### config.mk
export PLATFORM = sky130hd
export DESIGN_NAME = ra_writer_flat
export DESIGN_NICKNAME = d
export VERILOG_FILES = /design/src/rtl/ra_vram_if.sv /design/src/rtl/ra_writer.sv /design/src/flat_wrapper.sv
export SDC_FILE = /design/constraint.sdc
export NUM_CORES = 1
export LEC_CHECK = 0
export CORE_MARGIN = 3
export CORE_UTILIZATION = 24
export CTS_CLUSTER_SIZE = 12
export DETAILED_ROUTE_END_ITERATION = 10
export HOLD_SLACK_MARGIN = 0.02
export SLEW_MARGIN = 20
export SYNTH_ARGS = -nofsm -noshare
export SYNTH_HDL_FRONTEND = slang
export SYNTH_SLANG_ARGS = --single-unit
### constraint.sdc
create_clock -name clock -period 22.7 [get_ports clock]
set_clock_uncertainty 0.05 [all_clocks]
set_input_delay 4.54 -clock clock [delete_from_list [all_inputs] [get_ports clock]]
set_output_delay 4.54 -clock clock [all_outputs]
set_load 0.01 [all_outputs]
### src/rtl/ra_vram_if.sv
// ra_vram_if: VRAM write handshake between the Region Array writer (master) and the VRAM arbiter (slave).
//   ra_vram_wr   : write request, held until accepted
//   ra_vram_addr : write byte address
//   ra_vram_dout : write data
//   vram_wait    : arbiter stall; a write is accepted when ra_vram_wr=1 and vram_wait=0
interface ra_vram_if #(parameter int AW = 24) ();
    logic          ra_vram_wr;
    logic [AW-1:0] ra_vram_addr;
    logic [31:0]   ra_vram_dout;
    logic          vram_wait;
    modport master (output ra_vram_wr, ra_vram_addr, ra_vram_dout, input vram_wait);
    modport slave  (input ra_vram_wr, ra_vram_addr, ra_vram_dout, output vram_wait);
endinterface

### src/rtl/ra_writer.sv
// ra_writer: builds the Region Array in VRAM, one 5-word (v1) or 6-word (v2) entry per tile, row-major.
//   clock, reset         : system clock, asynchronous active-high reset
//   start                : one-cycle pulse, accepted only when idle
//   x_max, y_max         : last tile indices of the grid
//   z_keep               : copied into control bit 30
//   REGION_BASE          : byte address of the first entry
//   FPU_PARAM_CFG[21]    : selects 6-word entries
//   TA_ALLOC_CTRL        : OPB sizes per list (o, om, t, tm, pt)
//   ol_base_*            : initial list pointers
//   vram                 : VRAM write handshake (master side)
//   busy, done           : build in progress / one-cycle completion pulse
//   Optional macro RA_WRITER_STATS_EN adds words_written[15:0], a count of accepted writes.
module ra_writer #(
    parameter int VRAM_ADDR_W = 24
) (
    input  logic                   clock,
    input  logic                   reset,
    input  logic                   start,
    input  logic [5:0]             x_max,
    input  logic [5:0]             y_max,
    input  logic                   z_keep,
    input  logic [31:0]            REGION_BASE,
    input  logic [31:0]            FPU_PARAM_CFG,
    input  logic [31:0]            TA_ALLOC_CTRL,
    input  logic [VRAM_ADDR_W-1:0] ol_base_o,
    input  logic [VRAM_ADDR_W-1:0] ol_base_om,
    input  logic [VRAM_ADDR_W-1:0] ol_base_t,
    input  logic [VRAM_ADDR_W-1:0] ol_base_tm,
    input  logic [VRAM_ADDR_W-1:0] ol_base_pt,
    ra_vram_if.master              vram,
    output logic                   busy,
    output logic                   done
`ifdef RA_WRITER_STATS_EN
    ,
    output logic [15:0]            words_written
`endif
);
    typedef enum logic [3:0] {IDLE, CTRL, OP, OM, TR, TM, PT, NXT, DONE} state_t;

    state_t                 state_q, word_d;
    logic [5:0]             x_max_q, y_max_q, tx_q, ty_q, tx_d, ty_d;
    logic                   v2_q, last_d;
    logic [1:0]             opb_q [5];
    logic [VRAM_ADDR_W-1:0] ptr_q [5];
    logic [VRAM_ADDR_W-1:0] addr_q;
    logic [31:0]            dout_q, list_d;
    logic                   wr_q, busy_q, done_q;
    logic [2:0]             k_d;
    logic                   unused;

    assign unused = ^{REGION_BASE[31:VRAM_ADDR_W], FPU_PARAM_CFG[31:22], FPU_PARAM_CFG[20:0],
                      TA_ALLOC_CTRL[31:18], TA_ALLOC_CTRL[15:14], TA_ALLOC_CTRL[11:10],
                      TA_ALLOC_CTRL[7:6], TA_ALLOC_CTRL[3:2]};

    assign vram.ra_vram_wr   = wr_q;
    assign vram.ra_vram_addr = addr_q;
    assign vram.ra_vram_dout = dout_q;
    assign busy              = busy_q;
    assign done              = done_q;

    function automatic logic [31:0] ctrl_word(input logic [5:0] tx, input logic [5:0] ty, input logic last);
        return {last, z_keep, 16'd0, ty, tx, 2'b00};
    endfunction

    // Outputs are registered, so the word for the following state is prepared here.
    always_comb begin
        last_d = (tx_q == x_max_q) && (ty_q == y_max_q);
        tx_d   = (tx_q == x_max_q) ? 6'd0 : tx_q + 6'd1;
        ty_d   = (tx_q == x_max_q) ? ty_q + 6'd1 : ty_q;
        word_d = state_q == CTRL ? OP :
                 state_q == OP   ? OM :
                 state_q == OM   ? TR :
                 state_q == TR   ? TM :
                 (state_q == TM && v2_q) ? PT : NXT;
        k_d    = word_d == OP ? 3'd0 : word_d == OM ? 3'd1 : word_d == TR ? 3'd2 : word_d == TM ? 3'd3 : 3'd4;
        list_d = (opb_q[k_d] == 2'd0) ? 32'h8000_0000 : 32'(ptr_q[k_d]);
    end

    always_ff @(posedge clock or posedge reset) begin
        if (reset) begin
            state_q <= IDLE;
            x_max_q <= '0;
            y_max_q <= '0;
            tx_q    <= '0;
            ty_q    <= '0;
            v2_q    <= 1'b0;
            opb_q   <= '{default: '0};
            ptr_q   <= '{default: '0};
            addr_q  <= '0;
            dout_q  <= '0;
            wr_q    <= 1'b0;
            busy_q  <= 1'b0;
            done_q  <= 1'b0;
        end else begin
            done_q <= 1'b0;
            case (state_q)
                IDLE: if (start) begin
                    x_max_q <= x_max;
                    y_max_q <= y_max;
                    v2_q    <= FPU_PARAM_CFG[21];
                    opb_q   <= '{TA_ALLOC_CTRL[1:0], TA_ALLOC_CTRL[5:4], TA_ALLOC_CTRL[9:8],
                                 TA_ALLOC_CTRL[13:12], TA_ALLOC_CTRL[17:16]};
                    ptr_q   <= '{ol_base_o, ol_base_om, ol_base_t, ol_base_tm, ol_base_pt};
                    tx_q    <= '0;
                    ty_q    <= '0;
                    addr_q  <= REGION_BASE[VRAM_ADDR_W-1:0];
                    dout_q  <= ctrl_word(6'd0, 6'd0, (x_max == 6'd0) && (y_max == 6'd0));
                    wr_q    <= 1'b1;
                    busy_q  <= 1'b1;
                    state_q <= CTRL;
                end
                CTRL, OP, OM, TR, TM, PT: if (!vram.vram_wait) begin
                    addr_q  <= addr_q + VRAM_ADDR_W'(4);
                    wr_q    <= word_d != NXT;
                    dout_q  <= (word_d == NXT) ? dout_q : list_d;
                    state_q <= word_d;
                end
                NXT: begin
                    for (int i = 0; i < 5; i++)
                        if (opb_q[i] != 2'd0) ptr_q[i] <= ptr_q[i] + (VRAM_ADDR_W'(16) << opb_q[i]);
                    tx_q    <= tx_d;
                    ty_q    <= ty_d;
                    dout_q  <= last_d ? dout_q : ctrl_word(tx_d, ty_d, (tx_d == x_max_q) && (ty_d == y_max_q));
                    wr_q    <= !last_d;
                    busy_q  <= !last_d;
                    done_q  <= last_d;
                    state_q <= last_d ? DONE : CTRL;
                end
                DONE: state_q <= IDLE;
                default: state_q <= IDLE;
            endcase
        end
    end

`ifdef RA_WRITER_STATS_EN
    logic [15:0] words_q;
    assign words_written = words_q;
    always_ff @(posedge clock or posedge reset) begin
        if (reset) words_q <= '0;
        else if (state_q == IDLE && start) words_q <= '0;
        else if (wr_q && !vram.vram_wait) words_q <= words_q + 16'd1;
    end
`endif
endmodule
### src/flat_wrapper.sv
// flat-port wrapper written by rule: the top's interface ports become plain ports
module ra_writer_flat 
#(
    parameter int VRAM_ADDR_W = 24
)
  (clock, reset, start, x_max, y_max, z_keep, REGION_BASE, FPU_PARAM_CFG, TA_ALLOC_CTRL, ol_base_o, ol_base_om, ol_base_t, ol_base_tm, ol_base_pt, busy, done, vram_ra_vram_wr, vram_ra_vram_addr, vram_ra_vram_dout, vram_vram_wait);
  ra_vram_if vram_i ();
  input  logic clock;
  input  logic reset;
  input  logic start;
  input  logic [5:0] x_max;
  input  logic [5:0] y_max;
  input  logic z_keep;
  input  logic [31:0] REGION_BASE;
  input  logic [31:0] FPU_PARAM_CFG;
  input  logic [31:0] TA_ALLOC_CTRL;
  input  logic [VRAM_ADDR_W-1:0] ol_base_o;
  input  logic [VRAM_ADDR_W-1:0] ol_base_om;
  input  logic [VRAM_ADDR_W-1:0] ol_base_t;
  input  logic [VRAM_ADDR_W-1:0] ol_base_tm;
  input  logic [VRAM_ADDR_W-1:0] ol_base_pt;
  output logic busy;
  output logic done;
  output wire logic [$bits(vram_i.ra_vram_wr)-1:0] vram_ra_vram_wr;
  output wire logic [$bits(vram_i.ra_vram_addr)-1:0] vram_ra_vram_addr;
  output wire logic [$bits(vram_i.ra_vram_dout)-1:0] vram_ra_vram_dout;
  input wire logic [$bits(vram_i.vram_wait)-1:0] vram_vram_wait;
  assign vram_ra_vram_wr = vram_i.ra_vram_wr;
  assign vram_ra_vram_addr = vram_i.ra_vram_addr;
  assign vram_ra_vram_dout = vram_i.ra_vram_dout;
  assign vram_i.vram_wait = vram_vram_wait;
  ra_writer #(.VRAM_ADDR_W(VRAM_ADDR_W)) u_core (.clock(clock), .reset(reset), .start(start), .x_max(x_max), .y_max(y_max), .z_keep(z_keep), .REGION_BASE(REGION_BASE), .FPU_PARAM_CFG(FPU_PARAM_CFG), .TA_ALLOC_CTRL(TA_ALLOC_CTRL), .ol_base_o(ol_base_o), .ol_base_om(ol_base_om), .ol_base_t(ol_base_t), .ol_base_tm(ol_base_tm), .ol_base_pt(ol_base_pt), .vram(vram_i), .busy(busy), .done(done));
endmodule
==> flow_summary_export.csv <==
group,metric,value,unit
die,ios,292,
logic_synthesis,syn-mean-instance-area,8.41,um2
grt,grt_max_degree,138,
logic_synthesis,synth-edff-count,0,
pwr,pwr-share-comb,50.1,%
placement,port_buffers,224,
clock_network,cts_tree,"built",
logic_synthesis,synth_area,0.0132,mm2
placement,place_congestion,0.893,
setup_path,critical-path-slowest-cell,"buf_4",
job,maxCapViolCount,0,
drt,firstDrtPassIters,5,
drt,routed_wl,49.1,mm
sta,post-route-min-period,6990,ps
grt,gr-usage-met2,26.4,%
die,die_x,241,um
setup_path,r2r-start,"u_core.state_q[1]$_DFFE_PP0P_",
setup_path,crit_fanout,50,
pwr,p_sw,1.13,mW
drt,wl_per_cell,19.9,um
sta,tns,0,ps
setup_path,r2r-end,"u_core.ptr_q[45]$_DFFE_PP0P_",
clock_network,htree_levels,1,
sta,hold_violations,0,
drt,vias_per_cell,5.21,
outcome,status,"completed",
die,rows,85,
clock_network,clk_pin_slew,60,ps
setup_path,start_kind,"input pin",
setup_path,crit_chain,"clkdlybuf4s50_1 -> nand2_1 -> or2_2 -> buf_4 -> nand2_1 -> a21oi_1 -> a21oi_1",
die,die_area,0.0578,mm2
logic_synthesis,ys_seq_elements,212,
grt,grt-ovfl-total,0,
pwr,p_int,1.34,mW
clock_network,clkLatencyLatePin,560,ps
logic_synthesis,yosysWarnings,0,
die,fp.dieH,241,um
sta,setup_viol,0,
final_layout,seq_area,0.00531,mm2
setup_path,slowest_delay,600,ps
drt,drt_iter0_drc,1133,
setup_path,path_class,"input pin to flop",
logic_synthesis,synth-async-reset-ratio,100,%
final_layout,drive_gt1_share,6.23,%
grt,use_met3,3.58,%
pwr,p_leak,6.98,nW
clock_network,ctsHoldBuffers,0,
grt,grt.met1_usage,22.3,%
grt,grt_pass1_vias,12375,
logic_synthesis,ys_types,73,
hold_path,hold_start,"u_core.ptr_q[25]$_DFFE_PP0P_",
clock_network,post_cts_buffers,0,
final_layout,n_antenna_cell,0,
sta,slew_violations,0,
drt,remaining_drc_errors,0,
sta,max_freq,143,MHz
clock_network,clockRootBuffer,"clkbuf_16",
clock_network,numClockSinks,212,
drt,ant_nets,0,
grt,grt_busiest_layer,"met2",
grt,grt_usage,16.5,%
clock_network,cts_resized,0,
setup_path,ff2ff_path_depth,9,
final_layout,syn2layout_area_growth,28.5,%
placement,dp_hpwl,36.2,mm
hold_path,hold_end,"u_core.ptr_q[25]$_DFFE_PP0P_",
drt,vias,12817,
clock_network,cts_buffers,28,
die,core,0.0541,mm2
setup_path,crit_family,"simple AND/OR/NAND/NOR gates",
setup_path,cp-end-kind,"flop",
pwr,clkPwrFrac,19.3,%
sta,rsz0062_at_grt,"false",
final_layout,multi_input_area,0.00728,mm2
setup_path,regToRegSetupSlack,19160,ps
pwr,p_per_area,146,mW/mm2
grt,antenna_found_initial,2,
logic_synthesis,yosysSeqAreaShare,40.2,%
logic_synthesis,synthCells,1570,
logic_synthesis,yosys_most_used_dff,"dfrtp_1",
hold_path,min_path_cells,2,
grt,grt_pass1_wl,74.3,mm
setup_path,required,23060,ps
final_layout,utilization,31.3,%
sta,relSlewSlack,29.8,%
die,start_util,24.4,%
pwr,p_sw_share,45.7,%
sta,tightest_slew,1050,ps
pwr,seqPwrFrac,30.6,%
setup_path,critPathBufInv,2,
hold_path,hold_path.class,"flop to flop",
final_layout,fill_cells,5599,
clock_network,clk_path_buf_depth,3,
pwr,max-vdd-ir-drop,0.000111,V
final_layout,nets,2006,
sta,period_share,30.8,%
setup_path,worstPathArrival,7350,ps
-- layout make-up --
class | instances | share of cell area [%]
sequential | 212 | 31.3
inverter | 42 | 0.974
clock inverter | 8 | 0.826
tap | 696 | 5.13
timing repair buffer | 238 | 13.9
clock buffer | 44 | 5.02
multi-input combinational | 1222 | 42.9
-- registers in the layout, summed over array words and instances, names as in the netlist, 4 cells and up --
| name | flops |
|---|---|
| u_core.ptr_q | 120 |
| u_core.state_q | 4 |
| u_core.vram.ra_vram_addr | 24 |
| u_core.tx_q | 6 |
| u_core.vram.ra_vram_dout | 26 |
| u_core.x_max_q | 6 |
| u_core.opb_q | 10 |
| u_core.ty_q | 6 |
| u_core.y_max_q | 6 |
-- cell usage after synthesis (all sizes together), types with 5 or more instances --
| library cell | instances | area (um2) |
|---|---|---|
| nand2 | 324 | 1220 |
| dfrtp | 212 | 5310 |
| a21oi | 153 | 769 |
| o21ai | 126 | 642 |
| nor2 | 113 | 424 |
| buf | 60 | 362 |
| nand3 | 51 | 255 |
| inv | 42 | 158 |
| clkbuf | 39 | 146 |
| a22oi | 31 | 233 |
| o22ai | 27 | 169 |
| and3 | 26 | 163 |
| ha | 24 | 300 |
| nor3 | 24 | 125 |
| mux4 | 23 | 518 |
| o31ai | 22 | 165 |
| a31oi | 21 | 146 |
| xnor2 | 21 | 184 |
| nand4 | 18 | 113 |
| nor2b | 18 | 113 |
| a21o | 17 | 128 |
| and2 | 15 | 93.8 |
| mux2i | 15 | 150 |
| a32oi | 13 | 114 |
| a2bb2oi | 11 | 96.3 |
| xor2 | 11 | 104 |
| nand2b | 10 | 62.6 |
| nor4 | 9 | 71.3 |
| o22a | 8 | 70.1 |
| a211oi | 7 | 52.6 |
| a311oi | 6 | 52.6 |
| or2 | 6 | 37.5 |
| a221o | 5 | 50.1 |
| a22o | 5 | 43.8 |
| a41oi | 5 | 43.8 |
| fa | 5 | 100 |
| or3 | 5 | 36.3 |
-- worst max-delay path by stage --
stage,start,end,slack (ps),cells past startpoint
2_1_floorplan,reset,u_core.busy$_DFFE_PP0P_,12320,1
3_3_place_gp,start,u_core.ptr_q[58]$_DFFE_PP0P_,15160,7
3_5_place_dp,start,u_core.ptr_q[58]$_DFFE_PP0P_,15110,7
4_1_cts,start,u_core.ptr_q[58]$_DFFE_PP0P_,15690,7
5_1_grt,start,u_core.ptr_q[67]$_DFFE_PP0P_,15470,8
6_report,start,u_core.ptr_q[58]$_DFFE_PP0P_,15710,7
-- cell usage in the layout (no fill, tap or decap), types with 15 or more instances in the layout --
| master | netlist | final |
|---|---|---|
| mux4_2 | 23 | 23 |
| a22oi_1 | 31 | 31 |
| ha_1 | 24 | 24 |
| a31oi_1 | 20 | 20 |
| mux2i_1 | 15 | 15 |
| and3_1 | 26 | 26 |
| clkdlybuf4s50_1 | 0 | 224 |
| o21ai_0 | 120 | 120 |
| o31ai_1 | 22 | 22 |
| nand3_1 | 51 | 51 |
| nand2_1 | 323 | 323 |
| nor2b_1 | 18 | 18 |
| inv_1 | 41 | 40 |
| dfrtp_1 | 212 | 212 |
| a21o_1 | 17 | 17 |
| nor2_1 | 113 | 110 |
| nor3_1 | 23 | 22 |
| xnor2_1 | 21 | 21 |
| nand4_1 | 18 | 18 |
| clkbuf_16 | 0 | 29 |
| a21oi_1 | 152 | 152 |
| o22ai_1 | 27 | 27 |
-- routing by layer --
metal | up-vias | part of all wire (%)
met3 | 74 | 8.7
met1 | 6165 | 43
li1 | 5984 | -
met4 | 2 | 3.1
met5 | - | 0.014
met2 | 592 | 46
-- worst reg2reg max path: stages (launching register included) --
cell and delay [ps]:
dfrtp_1 630, nand3_1 310, nor2_4 160, buf_4 560, buf_4 620, o21ai_1 380, nand2_2 390, nand3_1 110
o21ai_0 110, a22oi_1 80
-- stage by stage --
| step | instance area (um2) | power [mW] | hold slack (ps) | worst slack (ps) | cells |
|---|---|---|---|---|---|
| final | 17000 | 2.48 | 419 | 15710 | 2462 |
| after global routing | 17000 | 2.66 | 431 | 15470 | 2462 |
| after CTS | 17000 | 2.48 | 421 | 15690 | 2462 |
| after detailed placement | 16000 | 1.99 | 407 | 15110 | 2410 |
| after global placement | 16000 | 1.95 | 405 | 15160 | 2410 |
| after floorplan | 13200 | 1.56 | 390 | 12320 | 1575 |
-- power by group through the flow --
stage	Sequential (mW)	Combinational [mW]	Clock (mW)
2_1_floorplan	0.681	0.883	0
3_3_place_gp	0.748	1.21	0
3_5_place_dp	0.757	1.23	0
4_1_cts	0.751	1.24	0.490
5_1_grt	0.778	1.38	0.507
6_report	0.757	1.24	0.478
-- kinds of logic (layout without fill, tap and decap cells) --
family | after synthesis | after routing | synth area share (%)
simple gates | 629 | 629 | 21.2
compound gates | 488 | 488 | 23.3
flops | 212 | 212 | 40.2
buf+inv | 141 | 332 | 5.04
mux | 38 | 38 | 5.06
xor+xnor | 32 | 32 | 2.18
fa+ha+maj | 29 | 29 | 3.03
other cells | 1 | 6 | 0.0284
Note: power is estimated with default switching activity, not from simulation.
